`src/rtl/pc_fetch_sequencer_if.sv`:
```
// ----------------------------------------------------------------------------
// pc_fetch_sequencer_if
//   Groups the fetch sequencer's memory, decode, redirect and control signals.
//
//   Handshake semantics:
//     imem side  : imemReq is held high with a stable imemAddr until the cycle
//                  in which imemAck=1; imemData is valid only in that cycle.
//     decode side: instrValid/instr/instrPc stay stable until the cycle in which
//                  instrValid=1 and instrReady=1 (the transfer cycle).
//
//   Signals (direction seen from the sequencer, modport master):
//     imemReq, imemAddr[N]        out  fetch request / address
//     imemAck, imemData[32]       in   memory completion / instruction word
//     instrValid, instr, instrPc  out  instruction presented to decode
//     instrReady                  in   decode accepts
//     redirectValid, redirectTarget in redirect pulse / new PC
//     halt                        in   stop at next instruction boundary
//     trapMisaligned              out  misaligned redirect pulse
// ----------------------------------------------------------------------------
interface pc_fetch_sequencer_if #(
    parameter int N = 32
) ();
    logic         imemReq;
    logic [N-1:0] imemAddr;
    logic         imemAck;
    logic [31:0]  imemData;
    logic         instrValid;
    logic [31:0]  instr;
    logic [N-1:0] instrPc;
    logic         instrReady;
    logic         redirectValid;
    logic [N-1:0] redirectTarget;
    logic         halt;
    logic         trapMisaligned;

    modport master (
        output imemReq, imemAddr, instrValid, instr, instrPc, trapMisaligned,
        input  imemAck, imemData, instrReady, redirectValid, redirectTarget, halt
    );

    modport slave (
        input  imemReq, imemAddr, instrValid, instr, instrPc, trapMisaligned,
        output imemAck, imemData, instrReady, redirectValid, redirectTarget, halt
    );
endinterface

```
`src/rtl/pc_fetch_sequencer.sv`:
```
// ----------------------------------------------------------------------------
// pc_fetch_sequencer
//   Owns the architectural PC and sequences instruction fetch: issues an imem
//   request, captures the returned word, presents it to decode, then advances
//   the PC by 4 on the decode handshake. Applies execute redirects and stops
//   at instruction boundaries while halt is high.
//
//   Ports:
//     clk          in   rising-edge clock
//     rst_n        in   asynchronous active-low reset
//     bus          master modport of pc_fetch_sequencer_if (see that file)
//     o_dbg_state  out  current FSM state (BOOT=0, REQ=1, ISSUE=2, HALT=3)
//
//   Optional feature macro: PC_MISALIGN_TRAP_EN
//     defined   : a redirect target with [1:0]!=0 loads TRAP_VECTOR and pulses
//                 trapMisaligned for one cycle.
//     undefined : redirect target is word-aligned by clearing [1:0];
//                 trapMisaligned is always 0.
// ----------------------------------------------------------------------------
module pc_fetch_sequencer #(
    parameter int           N            = 32,
    parameter logic [N-1:0] RESET_VECTOR = '0
`ifdef PC_MISALIGN_TRAP_EN
    ,
    parameter logic [N-1:0] TRAP_VECTOR  = N'(32'h0000_0100)
`endif
) (
    input  logic                    clk,
    input  logic                    rst_n,
    pc_fetch_sequencer_if.master    bus,
    output logic [1:0]              o_dbg_state
);

    typedef enum logic [1:0] {
        ST_BOOT  = 2'd0,
        ST_REQ   = 2'd1,
        ST_ISSUE = 2'd2,
        ST_HALT  = 2'd3
    } state_t;

    state_t       r_state;
    logic [N-1:0] r_pc;
    logic [N-1:0] r_addr;       // address of the outstanding request, 0 when idle
    logic         r_req;
    logic         r_valid;
    logic [31:0]  r_instr;
    logic [N-1:0] r_instr_pc;
    logic         r_trap;
    logic         r_kill;       // outstanding request belongs to a squashed path

    logic [N-1:0] w_tgt;        // redirect target after alignment handling
    logic         w_trap_set;
    logic [N-1:0] w_pc_inc;
    logic [N-1:0] w_pc_next;    // pc after an optional redirect this cycle

    always_comb begin
`ifdef PC_MISALIGN_TRAP_EN
        if (bus.redirectTarget[1:0] != 2'b00) begin
            w_tgt = TRAP_VECTOR;
        end else begin
            w_tgt = bus.redirectTarget;
        end
        w_trap_set = bus.redirectValid && (bus.redirectTarget[1:0] != 2'b00);
`else
        w_tgt      = bus.redirectTarget & ~N'(3);
        w_trap_set = 1'b0;
`endif
        w_pc_inc  = r_pc + N'(4);
        w_pc_next = bus.redirectValid ? w_tgt : r_pc;
    end

    always_ff @(posedge clk or negedge rst_n) begin
        if (!rst_n) begin
            r_state    <= ST_BOOT;
            r_pc       <= RESET_VECTOR;
            r_addr     <= '0;
            r_req      <= 1'b0;
            r_valid    <= 1'b0;
            r_instr    <= '0;
            r_instr_pc <= '0;
            r_trap     <= 1'b0;
            r_kill     <= 1'b0;
        end else begin
            r_trap <= w_trap_set;
            case (r_state)
                ST_BOOT: begin
                    r_pc <= w_pc_next;
                    if (bus.halt) begin
                        r_state <= ST_HALT;
                    end else begin
                        r_state <= ST_REQ;
                        r_req   <= 1'b1;
                        r_addr  <= w_pc_next;
                    end
                end
                ST_REQ: begin
                    if (bus.imemAck) begin
                        if (bus.redirectValid || r_kill) begin
                            // Returned word is from a squashed path: drop it and
                            // immediately request from the (possibly new) pc.
                            r_kill <= 1'b0;
                            r_pc   <= w_pc_next;
                            r_addr <= w_pc_next;
                        end else begin
                            r_instr    <= bus.imemData;
                            r_instr_pc <= r_pc;
                            r_valid    <= 1'b1;
                            r_req      <= 1'b0;
                            r_addr     <= '0;
                            r_state    <= ST_ISSUE;
                        end
                    end else if (bus.redirectValid) begin
                        // Memory cannot take the request back: keep imemAddr,
                        // remember to discard its data, retarget the pc.
                        r_kill <= 1'b1;
                        r_pc   <= w_tgt;
                    end
                end
                ST_ISSUE: begin
                    if (bus.redirectValid) begin
                        // Redirect wins over a simultaneous decode accept.
                        r_pc    <= w_tgt;
                        r_valid <= 1'b0;
                        r_state <= ST_REQ;
                        r_req   <= 1'b1;
                        r_addr  <= w_tgt;
                    end else if (bus.instrReady) begin
                        r_pc    <= w_pc_inc;
                        r_valid <= 1'b0;
                        if (bus.halt) begin
                            r_state <= ST_HALT;
                        end else begin
                            r_state <= ST_REQ;
                            r_req   <= 1'b1;
                            r_addr  <= w_pc_inc;
                        end
                    end
                end
                ST_HALT: begin
                    r_pc <= w_pc_next;
                    if (!bus.halt) begin
                        r_state <= ST_REQ;
                        r_req   <= 1'b1;
                        r_addr  <= w_pc_next;
                    end
                end
                default: begin
                    r_state <= ST_BOOT;
                end
            endcase
        end
    end

    assign bus.imemReq        = r_req;
    assign bus.imemAddr       = r_addr;
    assign bus.instrValid     = r_valid;
    assign bus.instr          = r_instr;
    assign bus.instrPc        = r_instr_pc;
    assign bus.trapMisaligned = r_trap;
    assign o_dbg_state        = r_state;

endmodule

```
`src/flat_wrapper.sv`:
```
// flat-port wrapper written by rule: the top's interface ports become plain ports
module pc_fetch_sequencer_flat 
#(
    parameter int           N            = 32,
    parameter logic [N-1:0] RESET_VECTOR = '0

)
  (clk, rst_n, o_dbg_state, bus_imemReq, bus_imemAddr, bus_instrValid, bus_instr, bus_instrPc, bus_trapMisaligned, bus_imemAck, bus_imemData, bus_instrReady, bus_redirectValid, bus_redirectTarget, bus_halt);
  pc_fetch_sequencer_if #(.N(N)) bus_i ();
  input  logic clk;
  input  logic rst_n;
  output logic [1:0] o_dbg_state;
  output wire logic [$bits(bus_i.imemReq)-1:0] bus_imemReq;
  output wire logic [$bits(bus_i.imemAddr)-1:0] bus_imemAddr;
  output wire logic [$bits(bus_i.instrValid)-1:0] bus_instrValid;
  output wire logic [$bits(bus_i.instr)-1:0] bus_instr;
  output wire logic [$bits(bus_i.instrPc)-1:0] bus_instrPc;
  output wire logic [$bits(bus_i.trapMisaligned)-1:0] bus_trapMisaligned;
  input wire logic [$bits(bus_i.imemAck)-1:0] bus_imemAck;
  input wire logic [$bits(bus_i.imemData)-1:0] bus_imemData;
  input wire logic [$bits(bus_i.instrReady)-1:0] bus_instrReady;
  input wire logic [$bits(bus_i.redirectValid)-1:0] bus_redirectValid;
  input wire logic [$bits(bus_i.redirectTarget)-1:0] bus_redirectTarget;
  input wire logic [$bits(bus_i.halt)-1:0] bus_halt;
  assign bus_imemReq = bus_i.imemReq;
  assign bus_imemAddr = bus_i.imemAddr;
  assign bus_instrValid = bus_i.instrValid;
  assign bus_instr = bus_i.instr;
  assign bus_instrPc = bus_i.instrPc;
  assign bus_trapMisaligned = bus_i.trapMisaligned;
  assign bus_i.imemAck = bus_imemAck;
  assign bus_i.imemData = bus_imemData;
  assign bus_i.instrReady = bus_instrReady;
  assign bus_i.redirectValid = bus_redirectValid;
  assign bus_i.redirectTarget = bus_redirectTarget;
  assign bus_i.halt = bus_halt;
  pc_fetch_sequencer #(.N(N), .RESET_VECTOR(RESET_VECTOR)) u_core (.clk(clk), .rst_n(rst_n), .bus(bus_i), .o_dbg_state(o_dbg_state));
endmodule
```
`config.mk`:
```
export PLATFORM = sky130hd
export DESIGN_NAME = pc_fetch_sequencer_flat
export DESIGN_NICKNAME = d
export VERILOG_FILES = /design/src/rtl/pc_fetch_sequencer_if.sv /design/src/rtl/pc_fetch_sequencer.sv /design/src/flat_wrapper.sv
export SDC_FILE = /design/constraint.sdc
export NUM_CORES = 1
export LEC_CHECK = 0
export ABC_AREA = 1
export ABC_CLOCK_PERIOD_IN_PS = 2450
export CAP_MARGIN = 0
export CORE_MARGIN = 3
export CORE_UTILIZATION = 25
export CTS_BUF_LIST = sky130_fd_sc_hd__clkbuf_8
export CTS_CLUSTER_SIZE = 25
export DETAILED_ROUTE_END_ITERATION = 6
export PLACE_DENSITY_LB_ADDON = 0.3
export SYNTH_ARGS = -nofsm -noshare
export SYNTH_HDL_FRONTEND = slang
export SYNTH_SLANG_ARGS = --single-unit
```
`constraint.sdc`:
```
create_clock -name clk -period 2.45 [get_ports clk]
set_clock_uncertainty 0.05 [all_clocks]
set_input_delay 0.49 -clock clk [delete_from_list [all_inputs] [get_ports clk]]
set_output_delay 0.49 -clock clk [all_outputs]
set_load 0.03 [all_outputs]
```
==> impl_summary.md, run 1 <==
Timing
Setup violations remaining at the end of the flow were counted as 0. The worst slew slack as a fraction of its limit is 0.6084. The final count of hold timing violations is 0.

For the final routed database, the setup TNS stands at 0 ns. The number of max-slew violations in the final report was 0. At the pin with the least slew margin, the transition time is 0.5812 ns. Setup repair after global routing left no endpoint under its margin. The maximum clock frequency is 463.7 MHz. The final clock period utilization by the worst path is 0.8802. The post-route minimum period is 2.157 ns.

Placement
At the end of routability-driven placement, the weighted congestion stood at 0.8646. The detailed placer's ending HPWL is 16.89 mm. The number of I/O port buffers is 167.

Clock tree
The worst-skew pair later-pin latency is 0.45 ns. The number of clock buffers added by TritonCTS is 17. The number of buffers inserted to repair setup after CTS is 0. The tree is rooted in a sky130_fd_sc_hd__clkbuf_8. The TritonCTS clock tree is built. No sink is reached through more buffers than the 2 on the longest clock path.

After clock tree synthesis, the clock-pin slew on the worst setup and hold paths is 0.08 ns. The clock net in this run drives a total of 133 sinks. The level count of the clock H-tree is 4.

Setup path
The largest stage delay on the critical path is 0.72 ns. The capture point of the critical path is o_dbg_state[0]. STA classifies the critical path endpoint as an output port. STA puts the critical path data arrival time at 1.62 ns.

In this design, the largest share of critical-path delay is due to buffers and inverters. Walking the worst path, the cells encountered are clkdlybuf4s50_1. The kind of start point of the critical path is a register.

The category of the critical setup timing path is register to output port. In this run the worst setup path begins at u_core.o_dbg_state[0]. The worst-path cell with the longest stage delay is sky130_fd_sc_hd__clkdlybuf4s50_1.

Counting cells, the worst reg-to-reg path comes to 11. The critical path buffer and inverter count is 1. In this run the number of cells on the critical path is 1. Across all register-to-register paths, the minimum setup slack is 0.42 ns. The reg-to-reg startpoint is u_core.r_pc[2]. The worst endpoint required time is 1.91 ns.

The capturing point of the worst reg2reg path is u_core.bus.imemAddr[16]. In this run the worst path has a maximum fanout of 6.

Synth
The synthesized instance count is 913. The synthesized net count is 989. The mean post-synth cell area is 7.868 sq um. The netlist uses 36 different library cells. For this run, the register share of the synthesized area comes to 0.4633. In this run, synthesis inferred 0 flip-flops with an integrated enable. After synthesis, the share of flip-flops with an asynchronous set or reset is 1.000. Summing every instance area after synthesis gives 0.007183 sq mm. The number of warnings reported in the yosys synthesis log is 0. Among all flip-flop cells after synthesis, the most frequent one is sky130_fd_sc_hd__dfrtp_1.

The register bit count reported by yosys is 133.

Drt
The average detailed-routed wire length per instance is 15.52 um. The sum of routed wire length over all layers is 22.72 mm. The violation count after the first detailed-routing iteration is 391. The post-detailed-route count of antenna-violating nets is 0. The remaining design rule violation count is 0. The via count is 6,636. Dividing the detail-routed via count by the number of cells gives 4.533. The first-pass iteration count of the detailed router is 5.

Finish
The area used by multi-input combinational logic is 0.003376 sq mm. The sequential cells in the finished layout cover a total of 0.003328 sq mm. For this run, the share of the core covered by cells in the final layout is 0.3489. The layout has 2,958 filler cells.

The final-stage net count is 1,148. In the final layout, the share of cells above drive strength 1 is 0.1106. The synthesis-to-finish area growth is 36.44%.

Global route
The first-pass GRT wire length is 35.47 mm. The initial antenna violation count was 1. The all-layer global routing usage is 0.1460. The via count of the first global-routing pass was 6,491. The overall overflow remaining after global route is 0. The largest net degree at the start of global routing is 87.

Floorplanning
171 I/O pins were placed. The cell row count is 61. The floorplan die area is 0.03080 sq mm. The initial utilization of the core area, before any placement, comes to 0.2557. From left edge to right edge, the die measures 175.5 um.

After floorplanning, the core was sized to cover 0.02809 sq mm. The die height is 175.5 um.

Power and ir drop
For this design the ratio of total power to cell area is 1420 mW/mm^2. The static leakage power is 4.376 nW. VDD sags by at most 0.0004472 V.

Run
Across the run, the number of max-cap violations was 0.

Outcome
The run finished with clean final reports.

Min path
The type of the worst min-delay path is primary input to register.
==> per-stage QoR <==
step           setup slack (ns)  total power, mW  std cells  hold slack [ns]  area [sq um]
2_1_floorplan            0.4809            8.785        913           0.1444          7183
3_3_place_gp             0.3489            11.68       1430           0.4169          9308
3_5_place_dp             0.3109            11.76       1430           0.4186          9308
4_1_cts                  0.2443            14.08       1463           0.3713          9798
5_1_grt                  0.1905            14.96       1464           0.3838          9801
6_report                 0.2935            13.92       1464           0.3949          9801
==> cell families after synthesis <==
family | Yosys count | share of synthesized area
AND/OR/NAND/NOR | 413 | 0.2419
AO/OA/AOI/OAI | 212 | 0.1618
flip-flops | 133 | 0.4633
buffers and inverters | 113 | 0.06811
multiplexers | 32 | 0.05017
adder cells (fa/ha/maj) | 6 | 0.01045
XOR/XNOR | 3 | 0.003659
other | 1 | 0.0005221
==> synth_stat cells (all sizes together), types with 2 or more instances <==
master / n / area [sq um]
o211ai: 3 / 22.52
o21ai: 82 / 410.4
nand2: 246 / 945.9
xor2: 2 / 17.52
buf: 33 / 186.4
nor3: 4 / 20.02
clkbuf: 16 / 60.06
nor2: 111 / 503.0
nand3: 49 / 250.2
inv: 63 / 239.0
mux2: 32 / 360.4
a21oi: 92 / 468.0
dfrtp: 133 / 3328
a22oi: 31 / 232.7
nand4: 2 / 12.51
ha: 6 / 75.07
==> flip-flops by register name (all words and copies together), names as in the netlist <==
register,cells
u_core.bus.instrPc,32
u_core.bus.imemReq,1
u_core.bus.instrValid,1
u_core.bus.instr,32
u_core.o_dbg_state,2
u_core.bus.imemAddr,32
u_core.r_kill,1
u_core.r_pc,32
==> cells in the final DEF, fill, tap and decap left out, types with 2 or more instances in the layout <==
cell	count
sky130_fd_sc_hd__nor2_2	11
sky130_fd_sc_hd__mux2_2	32
sky130_fd_sc_hd__bufinv_16	6
sky130_fd_sc_hd__inv_1	58
sky130_fd_sc_hd__xor2_1	2
sky130_fd_sc_hd__nor2_1	93
sky130_fd_sc_hd__nand2_2	6
sky130_fd_sc_hd__nor3_1	4
sky130_fd_sc_hd__nand2_1	239
sky130_fd_sc_hd__buf_12	5
sky130_fd_sc_hd__nand4_1	2
sky130_fd_sc_hd__clkbuf_8	18
sky130_fd_sc_hd__clkinv_2	2
sky130_fd_sc_hd__o211ai_1	3
sky130_fd_sc_hd__a21oi_2	2
sky130_fd_sc_hd__nor2_4	6
sky130_fd_sc_hd__dfrtp_1	133
sky130_fd_sc_hd__ha_1	6
sky130_fd_sc_hd__buf_4	16
sky130_fd_sc_hd__o21ai_1	4
sky130_fd_sc_hd__a22oi_1	31
sky130_fd_sc_hd__clkdlybuf4s50_1	165
sky130_fd_sc_hd__nand3_1	48
sky130_fd_sc_hd__a21oi_1	90
sky130_fd_sc_hd__o21ai_0	78
sky130_fd_sc_hd__clkinv_4	3
sky130_fd_sc_hd__inv_2	6
==> cell type report <==
| cell class | count | area share |
|---|---|---|
| sequential | 133 | 0.3396 |
| timing repair buffer | 189 | 0.1937 |
| tap | 378 | 0.04826 |
| clock buffer | 18 | 0.02528 |
| multi-input combinational | 667 | 0.3444 |
| clock inverter | 14 | 0.02375 |
| inverter | 64 | 0.02477 |
| antenna | 1 | 0.0002553 |
==> timing repair <==
| action | CTS | global route |
|---|---|---|
| hold buffers | 1 | 0 |
| endpoints found under the hold margin | 44 | 0 |
| resized for setup | 0 | 0 |
==> power breakdown <==
part | internal [mW] | leakage, nW | switching, mW
Clock | 1.34 | 0.250 | 0.907
Sequential | 3.28 | 1.63 | 0.711
Combinational | 2.95 | 2.50 | 4.73
Total | 7.57 | 4.38 | 6.35
==> metal layers <==
metal,up-vias,global-route usage,wire length [um]
met3,25,0.03891,1461
met1,3071,0.2035,10900
met4,0,0.04916,438
li1,3328,-,-
met2,212,0.2197,9916
met5,-,0,0
==> worst min path at each step <==
stage | from | end | cells after the start | slack [ns]
final | bus_redirectValid | u_core.r_pc[0] | 2 | 0.39
after global routing | bus_redirectValid | u_core.r_pc[1] | 2 | 0.38
after CTS | bus_redirectValid | u_core.r_pc[0] | 2 | 0.37
after detailed placement | rst_n | u_core.bus.instr[13] | 1 | 0.42
after global placement | rst_n | u_core.bus.instr[13] | 1 | 0.42
after floorplan | rst_n | u_core.bus.imemAddr[0] | 0 | 0.14
(Power assumes the default switching activity.)
==> inputs of run 2 (changes only) <==
CORE_UTILIZATION = 23   (was 25)
TNS_END_PERCENT = 10   (was unset)
==> impl_summary.md, run 2 (synthesis gave the netlist of run 1 again) <==
Outcome
The flow ran to the end, and the final reports show no timing, DRC or antenna violations.

Timing
The maximum clock frequency is 460.4 MHz (-0.72%). The worst slew slack as a fraction of its limit came to 0.5865 (-0.02187). The final count of hold timing violations came to 0 (unchanged). The final clock period utilization by the worst path came to 0.8866 (+0.006363). The pin slew with the least headroom to its limit is 0.6137 ns (+0.03246 ns). The number of failing setup endpoints in the final timing report was 0 (unchanged). The sum of negative setup slack was 0 ns (unchanged). The post-route minimum period is 2.172 ns (+0.01559 ns). The worst hold slack after final layout is 0.4354 ns (+0.04050 ns). Setup repair after global routing left no endpoint under its margin.

The number of max-slew violations in the final report is 0 (unchanged).

Floorplanning
The floorplan die area came to 0.03339 sq mm (+8.4%). The width of the chip was 182.7 um (+4.1%). The cell row count is 64 (+4.9%). The die height is 182.7 um (+4.1%). The initial core utilization was 0.2342 (-0.02153).

The total I/O pin count is 171 (unchanged). The placeable core region is 0.03067 sq mm (+9.2%).

Finish
The sequential cell area is 0.003328 sq mm (unchanged). The antenna cell count came to 0 (-1). In the layout the commonest cells are 239 x sky130_fd_sc_hd__nand2_1, 165 x sky130_fd_sc_hd__clkdlybuf4s50_1, 133 x sky130_fd_sc_hd__dfrtp_1. The share of cells above drive strength 1 is 0.1091 (-0.001542). Leaving out fill and tap cells, the most frequent cell in the layout is sky130_fd_sc_hd__nand2_1. The area of all placed cells without fillers came to 0.009741 sq mm (-0.61%). The area used by multi-input combinational logic is 0.003376 sq mm (unchanged). The number of filler cells placed in the layout is 3,238 (+9.5%). The final-stage net count is 1,146 (-0.17%). The synthesis-to-finish area growth is 35.60%.

Clock tree
The cell sitting at the root of the clock tree is a sky130_fd_sc_hd__clkbuf_8. The CTS clock-pin slew for the worst setup and hold paths was 0.08 ns (about the same). The count of clock tree sinks is 133 (unchanged). The number of buffers inserted during clock tree synthesis is 17 (unchanged). The TritonCTS clock tree is built.

The count of cells resized by post-cts repair is 0 (unchanged). The maximum buffer depth of the clock tree is 2 (unchanged). The level count of the clock H-tree was 4 (unchanged). The worst-skew pair later-pin latency was 0.45 ns (about the same).

Drt
The post-detailed-route count of antenna-violating nets is 0 (unchanged). The violation count after the first detailed-routing iteration is 561 (+43%). The per-cell via count in the routed design is 4.495 (-0.84%). The via count is 6,643 (+0.11%). The sum of routed wire length over all layers is 23.52 mm (+3.5%). The average detailed-routed wire length per instance is 15.91 um (+2.5%). The first-pass iteration count of the detailed router is 5 (unchanged). The remaining design rule violation count is 0 (unchanged).

Setup path
The worst setup path is captured at an output port. The data arrival at the endpoint of the critical path is 1.63 ns (about the same). The critical path goes through clkdlybuf4s50_1.

By startpoint and endpoint, the worst setup path is classified as register to output port. The cell class contributing the biggest share of worst-path delay is buffers and inverters. The critical path buffer and inverter count is 1 (unchanged). The largest fanout on the critical path was 6 (unchanged).

The worst endpoint required time is 1.91 ns (about the same). STA classifies the critical path startpoint as a register. The worst-path cell with the longest stage delay is sky130_fd_sc_hd__clkdlybuf4s50_1. The largest stage delay on the critical path was 0.73 ns (about the same).

Placement
The number of I/O port buffers was 167 (unchanged). The routability-driven placement congestion ratio is 0.8402 (-2.8%). The detailed placer's ending HPWL is 17.31 mm (+2.5%). The placed standard-cell area is 0.009315 sq mm (about the same).

Power and ir drop
The worst-case vdd ir drop is 0.0004651 V (+4.0%). The cell area power density was 1409 mW/mm^2 (-0.79%). The total power of the final layout is 13.72 mW (-1.4%). The static leakage power is 4.326 nW (-1.2%).

Global route
The initial antenna violation count is 0 (-1). The first-pass GRT wire length is 37.16 mm (+4.8%). The overall overflow remaining after global route is 0 (unchanged). The all-layer global routing usage is 0.1411 (-0.004882).

The via count of the first global-routing pass is 6,514 (+0.35%). The largest net degree at the start of global routing is 83 (-4.6%).

Min path
The path class of the tightest hold or removal check is register to register.

Run
The max-cap check violation count is 0 (unchanged).
[run 2: changes by cell type in the layout (fill, tap and decap cells not counted), sizes merged]
cell,previous run,this run
clkinv,6,5
clkinvlp,0,2
diode,1,0
bufinv,6,3
clkbuf,18,19
buf,23,21
[run 2: final cells by class]
cell class / count / area share
inverter: 64 / 0.02492
clock inverter: 12 / 0.01580
sequential: 133 / 0.3417
tap: 396 / 0.05087
multi-input combinational: 667 / 0.3466
timing repair buffer: 187 / 0.1933
clock buffer: 19 / 0.02685
[run 2: metrics by stage]
stage / setup WS, ns / utilization / cells
finish: 0.2779 / 0.3176 / 1478
global route: 0.1946 / 0.3176 / 1478
CTS: 0.2343 / 0.3176 / 1478
detailed placement: 0.2714 / 0.3037 / 1446
global placement: 0.3019 / 0.3037 / 1446
floorplan: 0.4809 / - / 913
[run 2: final timing paths]
| check | startpoint | end | slack [ns] | cells past startpoint |
|---|---|---|---|---|
| worst max-delay path | u_core.o_dbg_state[0] | o_dbg_state[0] | 0.28 | 1 |
| worst min register to register | u_core.bus.instrPc[3] | u_core.bus.instrPc[3] | 0.44 | 2 |
| max in group asynchronous | rst_n | u_core.bus.imemAddr[8] | 1.13 | 3 |
| worst max register to register | u_core.r_pc[2] | u_core.bus.imemAddr[16] | 0.40 | 11 |
| worst min-delay path | u_core.bus.instrPc[3] | u_core.bus.instrPc[3] | 0.44 | 2 |
| min in group asynchronous | rst_n | u_core.bus.instr[9] | 0.48 | 2 |
[run 2: power by group]
group,total [mW],leakage [nW],internal [mW],switching (mW)
clock,2.01,0.210,1.06,0.955
combinational,7.72,2.49,2.95,4.77
sequential,3.99,1.63,3.28,0.714
total,13.7,4.33,7.28,6.44
[run 2: what timing repair did]
| item | in CTS | in global routing |
|---|---|---|
| hold endpoints to repair | 35 | 0 |
| hold buffers | 1 | 0 |
| setup buffers | 0 | 0 |
| endpoints found under the setup margin | 0 | 0 |
[run 2: per-layer routing]
| metal | GRT usage | share of wire |
|---|---|---|
| met1 | 0.2021 | 0.48 |
| met2 | 0.2133 | 0.44 |
| met3 | 0.02990 | 0.060 |
| met4 | 0.04388 | 0.020 |
| met5 | 0 | 0 |
[run 2: worst register-to-register path: cells and delay by family (launching register included)]
kind            cells  cell delay [ns]
simple gates        9             1.20
flops               1             0.39
fa+ha+maj           1             0.20
compound gates      1             0.14
